<file path="config.mk">
export PLATFORM = sky130hd
export DESIGN_NAME = keypad_matrix_scanner_flat
export DESIGN_NICKNAME = d
export VERILOG_FILES = /design/src/rtl/keypad_matrix_scanner_pkg.sv /design/src/rtl/keypad_matrix_scanner_if.sv /design/src/rtl/keypad_matrix_scanner_frame_debouncer.sv /design/src/rtl/keypad_matrix_scanner.sv /design/src/flat_wrapper.sv
export SDC_FILE = /design/constraint.sdc
export NUM_CORES = 1
export LEC_CHECK = 0
export BUFFER_PORTS_ARGS = -buffer_cell sky130_fd_sc_hd__buf_2
export CAP_MARGIN = 20
export CORE_MARGIN = 2
export CORE_UTILIZATION = 65
export CTS_BUF_LIST = sky130_fd_sc_hd__clkbuf_2
export DETAILED_ROUTE_END_ITERATION = 10
export GPL_ROUTABILITY_DRIVEN = 0
export PLACE_DENSITY = 0.85
export SLEW_MARGIN = 10
export SYNTH_ARGS = -nofsm -noshare
export SYNTH_HDL_FRONTEND = slang
export SYNTH_SLANG_ARGS = --single-unit
</file>
<file path="constraint.sdc">
create_clock -name CLK -period 6.5 [get_ports CLK]
set_input_delay 1.3 -clock CLK [delete_from_list [all_inputs] [get_ports CLK]]
set_output_delay 1.3 -clock CLK [all_outputs]
set_load 0.02 [all_outputs]
</file>
<file path="src/rtl/keypad_matrix_scanner_pkg.sv">
// Shared constants, index types and helpers for the 4x4 keypad matrix scanner.
// Key numbering is row*N_COLS + col throughout.
package keypad_pkg;

    localparam int unsigned N_ROWS = 4;
    localparam int unsigned N_COLS = 4;
    localparam int unsigned N_KEYS = N_ROWS * N_COLS;

    localparam int unsigned ROW_W = $clog2(N_ROWS);
    localparam int unsigned COL_W = $clog2(N_COLS);
    localparam int unsigned KEY_W = $clog2(N_KEYS);

    typedef logic [ROW_W-1:0]  row_idx_t;
    typedef logic [COL_W-1:0]  col_idx_t;
    typedef logic [KEY_W-1:0]  key_idx_t;
    typedef logic [N_KEYS-1:0] key_vec_t;

    typedef struct packed {
        logic     found;
        key_idx_t idx;
    } key_enc_t;

    function automatic key_idx_t key_index(input row_idx_t row, input col_idx_t col);
        return key_idx_t'(row * N_COLS + col);
    endfunction

    // Lowest set bit wins; found=0 and idx=0 for an empty vector.
    function automatic key_enc_t lowest_set(input key_vec_t v);
        key_enc_t r;
        r = '0;
        for (int unsigned i = 0; i < N_KEYS; i++) begin
            if (v[i] && !r.found) begin
                r.found = 1'b1;
                r.idx   = key_idx_t'(i);
            end
        end
        return r;
    endfunction

endpackage

</file>
<file path="src/rtl/keypad_matrix_scanner_if.sv">
// Key event bus from the scanner: debounced map, any-key flag and the press event.
interface keypad_matrix_scanner_if;
    import keypad_pkg::*;

    key_vec_t Key_Map;
    logic     Any_Key;
    logic     Key_Valid;
    key_idx_t Key_Code;

    modport master (
        output Key_Map,
        output Any_Key,
        output Key_Valid,
        output Key_Code
    );

    modport slave (
        input Key_Map,
        input Any_Key,
        input Key_Valid,
        input Key_Code
    );

endinterface

</file>
<file path="src/rtl/keypad_matrix_scanner_frame_debouncer.sv">
// Whole-frame debouncer: promotes a frame to the key map after DEBOUNCE_FRAMES
// identical frames and reports each new press once, lowest index first.
module frame_debouncer
    import keypad_pkg::*;
#(
    parameter int unsigned DEBOUNCE_FRAMES = 3
) (
    input  logic     CLK,
    input  logic     RESET,
    input  logic     frame_valid,
    input  key_vec_t frame,
    output key_vec_t key_map,
    output logic     key_valid,
    output key_idx_t key_code
);

    localparam logic [3:0] MATCH_LAST = 4'(DEBOUNCE_FRAMES - 1);

    key_vec_t   prev_frame;
    key_vec_t   pending;
    key_vec_t   pending_next;
    key_vec_t   issue_mask;
    logic [3:0] match_cnt;
    logic [3:0] match_next;
    key_idx_t   code_hold;
    key_enc_t   enc;
    logic       map_update;

    always_comb begin
        match_next = match_cnt;
        if (frame == prev_frame) begin
            if (match_cnt != MATCH_LAST) begin
                match_next = match_cnt + 4'd1;
            end
        end else begin
            match_next = '0;
        end
    end

    assign map_update = frame_valid && (match_next == MATCH_LAST);

    // Issue and map update may coincide: the issued bit is never a new press,
    // so clearing it first and then merging new presses is order-independent.
    always_comb begin
        enc          = lowest_set(pending);
        issue_mask   = '0;
        if (enc.found) begin
            issue_mask[enc.idx] = 1'b1;
        end
        pending_next = pending & ~issue_mask;
        if (map_update) begin
            pending_next = (pending_next | (frame & ~key_map)) & frame;
        end
    end

    assign key_valid = enc.found;
    assign key_code  = enc.found ? enc.idx : code_hold;

    always_ff @(posedge CLK) begin
        if (RESET) begin
            prev_frame <= '0;
            match_cnt  <= '0;
            key_map    <= '0;
            pending    <= '0;
            code_hold  <= '0;
        end else begin
            pending <= pending_next;
            if (enc.found) begin
                code_hold <= enc.idx;
            end
            if (frame_valid) begin
                prev_frame <= frame;
                match_cnt  <= match_next;
            end
            if (map_update) begin
                key_map <= frame;
            end
        end
    end

endmodule

</file>
<file path="src/rtl/keypad_matrix_scanner.sv">
// 4x4 key matrix scanner: strobes one column low per tick, samples the
// synchronized active-low rows into a frame and hands full frames to the debouncer.
module keypad_matrix_scanner
    import keypad_pkg::*;
#(
    parameter int unsigned SCAN_DIV        = 22500,
    parameter int unsigned DEBOUNCE_FRAMES = 3
) (
    input  logic                    CLK,
    input  logic                    RESET,
    input  logic [N_ROWS-1:0]       Row_In,
    output logic [N_COLS-1:0]       Col_Drive,
    keypad_matrix_scanner_if.master key_bus
);

    localparam int unsigned       TICK_W    = (SCAN_DIV >= 1) ? $clog2(SCAN_DIV + 1) : 1;
    localparam logic [TICK_W-1:0] TICK_LAST = TICK_W'(SCAN_DIV);
    localparam col_idx_t          COL_LAST  = col_idx_t'(N_COLS - 1);
    localparam logic [N_COLS-1:0] COL_ONE   = {{(N_COLS-1){1'b0}}, 1'b1};

    logic [TICK_W-1:0] tick_cnt;
    logic              tick;
    col_idx_t          col_idx;
    col_idx_t          col_next;
    logic [N_ROWS-1:0] row_meta;
    logic [N_ROWS-1:0] row_sync;
    key_vec_t          frame_buf;
    key_vec_t          frame_next;
    logic              frame_valid;
    key_vec_t          key_map;
    logic              key_valid;
    key_idx_t          key_code;
    logic              any_key;

    // Rows are asynchronous; reset them to the released level.
    always_ff @(posedge CLK) begin
        if (RESET) begin
            row_meta <= '1;
            row_sync <= '1;
        end else begin
            row_meta <= Row_In;
            row_sync <= row_meta;
        end
    end

    assign tick        = (tick_cnt == TICK_LAST);
    assign col_next    = col_idx + 1'b1;
    assign frame_valid = tick && (col_idx == COL_LAST);

    always_comb begin
        frame_next = frame_buf;
        for (int unsigned r = 0; r < N_ROWS; r++) begin
            frame_next[key_index(row_idx_t'(r), col_idx)] = ~row_sync[r];
        end
    end

    // Col_Drive moves on the sampling edge so the new column settles a full period.
    always_ff @(posedge CLK) begin
        if (RESET) begin
            tick_cnt  <= '0;
            col_idx   <= '0;
            Col_Drive <= ~COL_ONE;
            frame_buf <= '0;
            any_key   <= 1'b0;
        end else begin
            tick_cnt <= tick ? '0 : tick_cnt + 1'b1;
            any_key  <= |key_map;
            if (tick) begin
                frame_buf <= frame_next;
                col_idx   <= col_next;
                Col_Drive <= ~(COL_ONE << col_next);
            end
        end
    end

    frame_debouncer #(
        .DEBOUNCE_FRAMES (DEBOUNCE_FRAMES)
    ) u_debouncer (
        .CLK         (CLK),
        .RESET       (RESET),
        .frame_valid (frame_valid),
        .frame       (frame_next),
        .key_map     (key_map),
        .key_valid   (key_valid),
        .key_code    (key_code)
    );

    assign key_bus.Key_Map   = key_map;
    assign key_bus.Any_Key   = any_key;
    assign key_bus.Key_Valid = key_valid;
    assign key_bus.Key_Code  = key_code;

endmodule

</file>
<file path="src/flat_wrapper.sv">
// flat-port wrapper written by rule: the top's interface ports become plain ports
module keypad_matrix_scanner_flat import keypad_pkg::*;
#(
    parameter int unsigned SCAN_DIV        = 22500,
    parameter int unsigned DEBOUNCE_FRAMES = 3
)
  (CLK, RESET, Row_In, Col_Drive, key_bus_Key_Map, key_bus_Any_Key, key_bus_Key_Valid, key_bus_Key_Code);
  keypad_matrix_scanner_if key_bus_i ();
  input  logic CLK;
  input  logic RESET;
  input  logic [N_ROWS-1:0] Row_In;
  output logic [N_COLS-1:0] Col_Drive;
  output wire logic [$bits(key_bus_i.Key_Map)-1:0] key_bus_Key_Map;
  output wire logic [$bits(key_bus_i.Any_Key)-1:0] key_bus_Any_Key;
  output wire logic [$bits(key_bus_i.Key_Valid)-1:0] key_bus_Key_Valid;
  output wire logic [$bits(key_bus_i.Key_Code)-1:0] key_bus_Key_Code;
  assign key_bus_Key_Map = key_bus_i.Key_Map;
  assign key_bus_Any_Key = key_bus_i.Any_Key;
  assign key_bus_Key_Valid = key_bus_i.Key_Valid;
  assign key_bus_Key_Code = key_bus_i.Key_Code;
  keypad_matrix_scanner #(.SCAN_DIV(SCAN_DIV), .DEBOUNCE_FRAMES(DEBOUNCE_FRAMES)) u_core (.CLK(CLK), .RESET(RESET), .Row_In(Row_In), .Col_Drive(Col_Drive), .key_bus(key_bus_i));
endmodule
</file>
==> results of run 1 <==
==> sequential cells by signal, indices dropped and copies added (netlist names) <==
signal / cells
u_core.u_debouncer.match_cnt: 4
u_core.col_idx: 2
u_core.tick_cnt: 15
u_core.u_debouncer.pending: 16
u_core.u_debouncer.code_hold: 4
u_core.key_bus.Any_Key: 1
u_core.frame_buf: 16
u_core.u_debouncer.key_map: 16
u_core.u_debouncer.prev_frame: 16
u_core.row_meta: 4
u_core.Col_Drive: 4
u_core.row_sync: 4
==> routing by layer <==
layer,GRT usage (%),vias to the layer above
met2,42.4,130
met4,11.6,0
met3,4.23,24
met1,36.1,1965
li1,-,2084
met5,0,-
==> synth_stat cells (4+ instances only) <==
library cell    n
a21oi_1        22
mux2_2         16
and2_1         20
nand3_1        10
o21a_1         10
nor4_1          5
a211oi_1        4
nor2_1         88
nand4b_1        8
or2_2          13
inv_1          19
or3_1           9
xor2_1          9
a41oi_1         4
nor2b_1        21
nand2_1        44
buf_2           9
xnor2_1         6
clkbuf_1       27
dfxtp_1       102
nor3_1         31
a221oi_1       11
mux2i_1        14
o21ai_0        25
ha_1            9
and4_1          4
nand4_1        15
==> power groups by stage <==
stage | clock network (mW) | registers [mW] | logic (mW)
detailed placement | 0 | 0.646 | 0.0335
global placement | 0 | 0.646 | 0.0326
global route | 0.349 | 0.637 | 0.0379
floorplan | 0 | 0.645 | 0.0256
CTS | 0.324 | 0.635 | 0.0336
finish | 0.319 | 0.635 | 0.0338
==> area by class of cell <==
| class | instances | share of cell area [%] |
|---|---|---|
| clock inverters | 7 | 1.55 |
| clock buffers | 9 | 0.860 |
| inverters | 19 | 1.36 |
| multi-input cells | 433 | 51.1 |
| flip-flops and latches | 102 | 39.0 |
| well taps | 99 | 2.36 |
| repair buffers | 37 | 3.82 |
==> critical path: cells and delay by family (launching register included) <==
family | cells | cell delay [ns]
buffers and inverters | 1 | 0.15
AND/OR/NAND/NOR | 6 | 1.74
flip-flops | 1 | 0.43
==> cells by family (layout without fill, tap and decap cells) <==
kind of cell               Yosys count  count (layout)  synth area share, %
AOI/OAI and AO/OA                   91              91                 11.9
xor gates and xnor gates            15              15                 2.67
adders and majority gates            9               9                 2.29
buffers and inverters               56              72                 4.50
DFF                                102             102                 41.5
muxes                               30              30                 6.51
and+or+nand+nor                    288             288                 30.6
==> stage by stage <==
| stage | total power [mW] | utilization, % | hold WS [ns] | setup WS, ns | std cells |
|---|---|---|---|---|---|
| 2_1_floorplan | 0.671 | - | 0.389 | 3.11 | 591 |
| 3_3_place_gp | 0.679 | 70.1 | 0.393 | 3.02 | 690 |
| 3_5_place_dp | 0.680 | 70.1 | 0.396 | 2.97 | 690 |
| 4_1_cts | 0.993 | 71.8 | 0.452 | 2.29 | 706 |
| 5_1_grt | 1.02 | 71.8 | 0.459 | 2.10 | 706 |
| 6_report | 0.988 | 71.8 | 0.449 | 2.30 | 706 |
==> path summary, 6_finish.rpt <==
check	startpoint	endpoint	slack, ns	depth (start not counted)
max reg2reg	u_core.tick_cnt[0]	u_core.u_debouncer.pending[5]	3.26	10
max	u_core.u_debouncer.pending[0]	key_bus_Key_Code[3]	2.30	7
min	u_core.row_meta[3]	u_core.row_sync[3]	0.45	1
min reg2reg	u_core.row_meta[3]	u_core.row_sync[3]	0.45	1
==> results.py, run 1 <==
metrics = {
    "worst_setup_path": {
        "critPathKind": "reg2out",
        "arrival_ns": 2.90,
        "cp-end-kind": "primary output",
        "crit_chain": "nor4_2 > nand3_2 > or3_1 > or4_4 > nor2_1 > nor2_1 > buf_2",
        "path_common_cell": "nor2_1",
        "cp.required_ns": 5.20,
        "crit_fanout": 8,
        "crit_slowest_cell": "or3_1",
        "slowest_delay_ns": 0.50,
        "cp-start-kind": "register",
    },
    "cells_and_area": {
        "area_growth_pct": 6.46,
        "final_common_cell": "dfxtp_1",
        "nNetsFinal": 617,
        "drive_gt1_share_pct": 14.7,
        "n_fill_cell": 593,
        "seqCellArea_um2": 2040,
        "multi_input_area_um2": 2680,
        "final_area_um2": 5240,
        "diodes": 0,
        "layout_common_cells": "dfxtp_1 (102), nor2_1 (88), nand2_1 (44)",
    },
    "clocking": {
        "worst_skew_pair.late_latency_ns": 0.60,
        "cts_hold_buf": 0,
        "cts-root-buf": "clkbuf_2",
        "numCtsBuffers": 9,
        "cts_setup_buffers": 0,
        "cts_resized": 0,
        "h-tree-depth": 3,
        "clk_pin_slew_worst_paths_ns": 0.27,
        "cts_num_sinks": 102,
        "cts_buffer_depth": 2,
        "cts_tree": "done",
    },
    "yosys": {
        "syn_inst": 591,
        "yosysSeqAreaShare_pct": 41.5,
        "synth_edf_count": 0,
        "synth_area_leader_cell": "dfxtp_1",
        "synthArstFlopShare_pct": 0,
        "dominantRegCellSynth": "dfxtp_1",
        "synthTopCellsByArea": "dfxtp_1 (41%), nor2_1 (6.7%), mux2_2 (3.7%)",
        "avgSynthCellArea_um2": 8.33,
        "yosysUniqueCellTypes": 51,
        "yosysTopAreaCellShare_pct": 41.5,
        "synth_area_um2": 4920,
        "synth_warnings": 0,
        "ys_seq_elements": 102,
        "syn-num-nets": 606,
    },
    "flow_run": {
        "cap_viol_max_count": 0,
    },
    "route": {
        "ant_nets": 0,
        "route.detailed.drc": 0,
        "wl_per_cell_um": 14.9,
        "wl_met3_um": 546,
        "wl_met2_um": 4870,
        "firstDrtPassIters": 5,
        "num_vias": 4203,
        "drtIter0Drc": 211,
        "highest_layer": "met4",
        "vias_per_cell": 5.95,
        "wl_met1_um": 4830,
        "routed_wl_um": 10500,
    },
    "placement": {
        "dp_hpwl_um": 7280,
        "place_area_um2": 5110,
        "io_buffers": 31,
    },
    "timing": {
        "setup_viol": 0,
        "maxSlewHeadroom_pct": 36.5,
        "hold_viol": 0,
        "fmax_ghz": 0.238,
        "maxSlewViolCount": 0,
        "max_slew.worst_pin.slew_ns": 0.953,
        "fin_crit_ns": 4.20,
        "skew_ns": 0.0297,
        "finalCritPeriodShare_pct": 64.6,
        "finalSetupTns_ns": 0,
        "rsz0062_at_grt": "false",
    },
    "min_path": {
        "hp-class": "reg2reg",
    },
    "pwr": {
        "p_per_area_nw_per_um2": 189,
        "p_switching_mw": 0.250,
        "power.leakage_nw": 1.99,
        "internal_power_mw": 0.738,
        "seqPwrFrac_pct": 64.3,
        "p_comb_share_pct": 3.4,
        "ir_drop_mv": 0.154,
        "pwr-share-clk_pct": 32.3,
        "swShare_pct": 25.3,
    },
    "global_routing": {
        "grt_start_max_net_pins": 55,
        "track_usage_pct": 26.7,
        "grt_overflow": 0,
        "first_global_vias": 3808,
        "antenna_found_initial": 0,
        "grt_pass1_wl_um": 17900,
    },
    "die": {
        "die_h_um": 91.0,
        "dieWidth_um": 91.0,
        "rows": 31,
        "dieArea_um2": 8280,
        "core_um2": 7290,
        "initial_core_util_pct": 67.5,
        "ioPinCount": 32,
    },
    "outcome": {
        "status": "completed",
    },
}
(Power assumes the default switching activity.)
==> inputs of run 2 (changes only) <==
- CORE_UTILIZATION: 65 -> 63
- PLACE_DENSITY: 0.85 -> 0.82
- clock period: 6.5 -> 4 ns (I/O delays scaled with it)
==> results.py, run 2 (same netlist as run 1, synthesis figures left out) <==
metrics = {
    "outcome": {
        "status": "completed",
    },
    "route": {
        "wl_per_cell_um": 15.8,
        "ant_nets": 0,
        "vias_per_cell": 6.05,
        "routed_wl_um": 11200,
        "drtIter0Drc": 211,
        "firstDrtPassIters": 7,
        "route.detailed.drc": 0,
        "num_vias": 4300,
    },
    "clocking": {
        "cts_buffer_depth": 2,
        "cts_hold_buf": 0,
        "numCtsBuffers": 9,
        "clk_pin_slew_worst_paths_ns": 0.25,
        "cts-root-buf": "clkbuf_2",
        "cts_setup_buffers": 0,
        "cts_num_sinks": 102,
        "cts_tree": "done",
        "worst_skew_pair.late_latency_ns": 0.56,
        "h-tree-depth": 3,
        "cts_resized": 0,
    },
    "placement": {
        "dp_hpwl_um": 8040,
        "io_buffers": 31,
        "place_area_um2": 5140,
    },
    "pwr": {
        "ir_drop_mv": 0.301,
        "power.leakage_nw": 2.02,
        "p_per_area_nw_per_um2": 309,
    },
    "global_routing": {
        "grt_overflow": 0,
        "grt_start_max_net_pins": 51,
        "track_usage_pct": 27.0,
        "antenna_found_initial": 0,
        "first_global_vias": 3993,
        "grt_pass1_wl_um": 18500,
    },
    "cells_and_area": {
        "drive_gt1_share_pct": 14.8,
        "diodes": 0,
        "multi_input_area_um2": 2680,
        "layout_common_cells": "dfxtp_1 (102), nor2_1 (88), nand2_1 (44)",
        "final_common_cell": "dfxtp_1",
        "area_growth_pct": 7.27,
        "nNetsFinal": 619,
        "n_fill_cell": 609,
        "final_area_um2": 5280,
        "seqCellArea_um2": 2040,
    },
    "worst_setup_path": {
        "path_common_cell": "nor2_1",
        "slowest_delay_ns": 0.52,
        "cp_top_family": "simple AND/OR/NAND/NOR gates",
        "crit_fanout": 8,
        "cp-end-kind": "primary output",
        "cp-start-kind": "register",
        "worst-path-buf-inv": 1,
        "reg2reg_slack_ns": 0.80,
        "crit_slowest_cell": "or3_1",
        "arrival_ns": 2.99,
        "crit_cells": 7,
        "critPathKind": "reg2out",
        "cp.required_ns": 3.20,
        "crit_chain": "nor4_2 > nand3_2 > or3_1 > or4_4 > nor2_1 > nor2_1 > buf_2",
        "reg2regPathDepth": 9,
    },
    "timing": {
        "setup_viol": 0,
        "rsz0062_at_grt": "false",
        "fin_crit_ns": 3.79,
        "skew_ns": 0.0429,
        "finalCritPeriodShare_pct": 94.8,
        "finalSetupTns_ns": 0,
        "fmax_ghz": 0.264,
        "hold_viol": 0,
        "maxSlewViolCount": 0,
        "maxSlewHeadroom_pct": 38.4,
        "max_slew.worst_pin.slew_ns": 0.924,
    },
    "die": {
        "core_um2": 7650,
        "rows": 32,
        "dieWidth_um": 92.4,
        "ioPinCount": 32,
        "initial_core_util_pct": 64.3,
        "dieArea_um2": 8530,
        "die_h_um": 92.4,
    },
    "min_path": {
        "hp-class": "in2reg",
        "whs_path_depth": 2,
    },
    "flow_run": {
        "cap_viol_max_count": 0,
    },
}
-- run 2: worst reg2reg max path, cell delays in order, from the launching register on --
cell	delay [ns]
dfxtp_1	0.48
inv_1	0.10
ha_1	0.30
and2_1	0.20
o21ai_0	0.17
nand4b_1	0.21
nor4_4	0.57
buf_4	0.33
and4_1	0.58
a221oi_1	0.18
-- run 2: final timing paths --
path                                                     from                             to
worst min register to register             u_core.row_meta[0]             u_core.row_sync[0]
worst max register to register              u_core.col_idx[1]  u_core.u_debouncer.pending[2]
worst min-delay path                                Row_In[3]             u_core.row_meta[3]
worst max-delay path            u_core.u_debouncer.pending[0]            key_bus_Key_Code[3]
-- run 2: final cells by class --
type | count | area share [%]
Clock buffer | 10 | 0.948
Tap cell | 102 | 2.42
Inverter | 19 | 1.35
Sequential cell | 102 | 38.7
Timing Repair Buffer | 39 | 4.31
Multi-Input combinational cell | 433 | 50.7
Clock inverter | 6 | 1.61
-- run 2: per-stage QoR --
stage	utilization (%)	std cells	hold slack, ns	power [mW]	setup WS, ns
final	69.0	711	0.425	1.63	0.208
after global routing	69.0	711	0.352	1.68	0.0571
after CTS	69.0	711	0.402	1.64	0.174
after detailed placement	67.3	695	0.393	1.11	0.788
after global placement	67.3	695	0.392	1.11	0.888
after floorplan	-	591	0.389	1.09	1.11
-- run 2: where the power goes --
group          switching, mW  total, mW  internal [mW]
sequential           0.00570       1.03           1.03
clock                  0.332      0.542          0.209
combinational         0.0402     0.0590         0.0188
-- run 2: routing by layer --
layer	GRT usage, %	vias to the layer above	share of wire, %	wire length [µm]
met5	0	-	0	0
li1	-	2089	-	-
met4	10.2	0	2.8	314
met2	44.5	141	48	5370
met3	5.70	27	5.7	644
met1	35.0	2043	44	4910
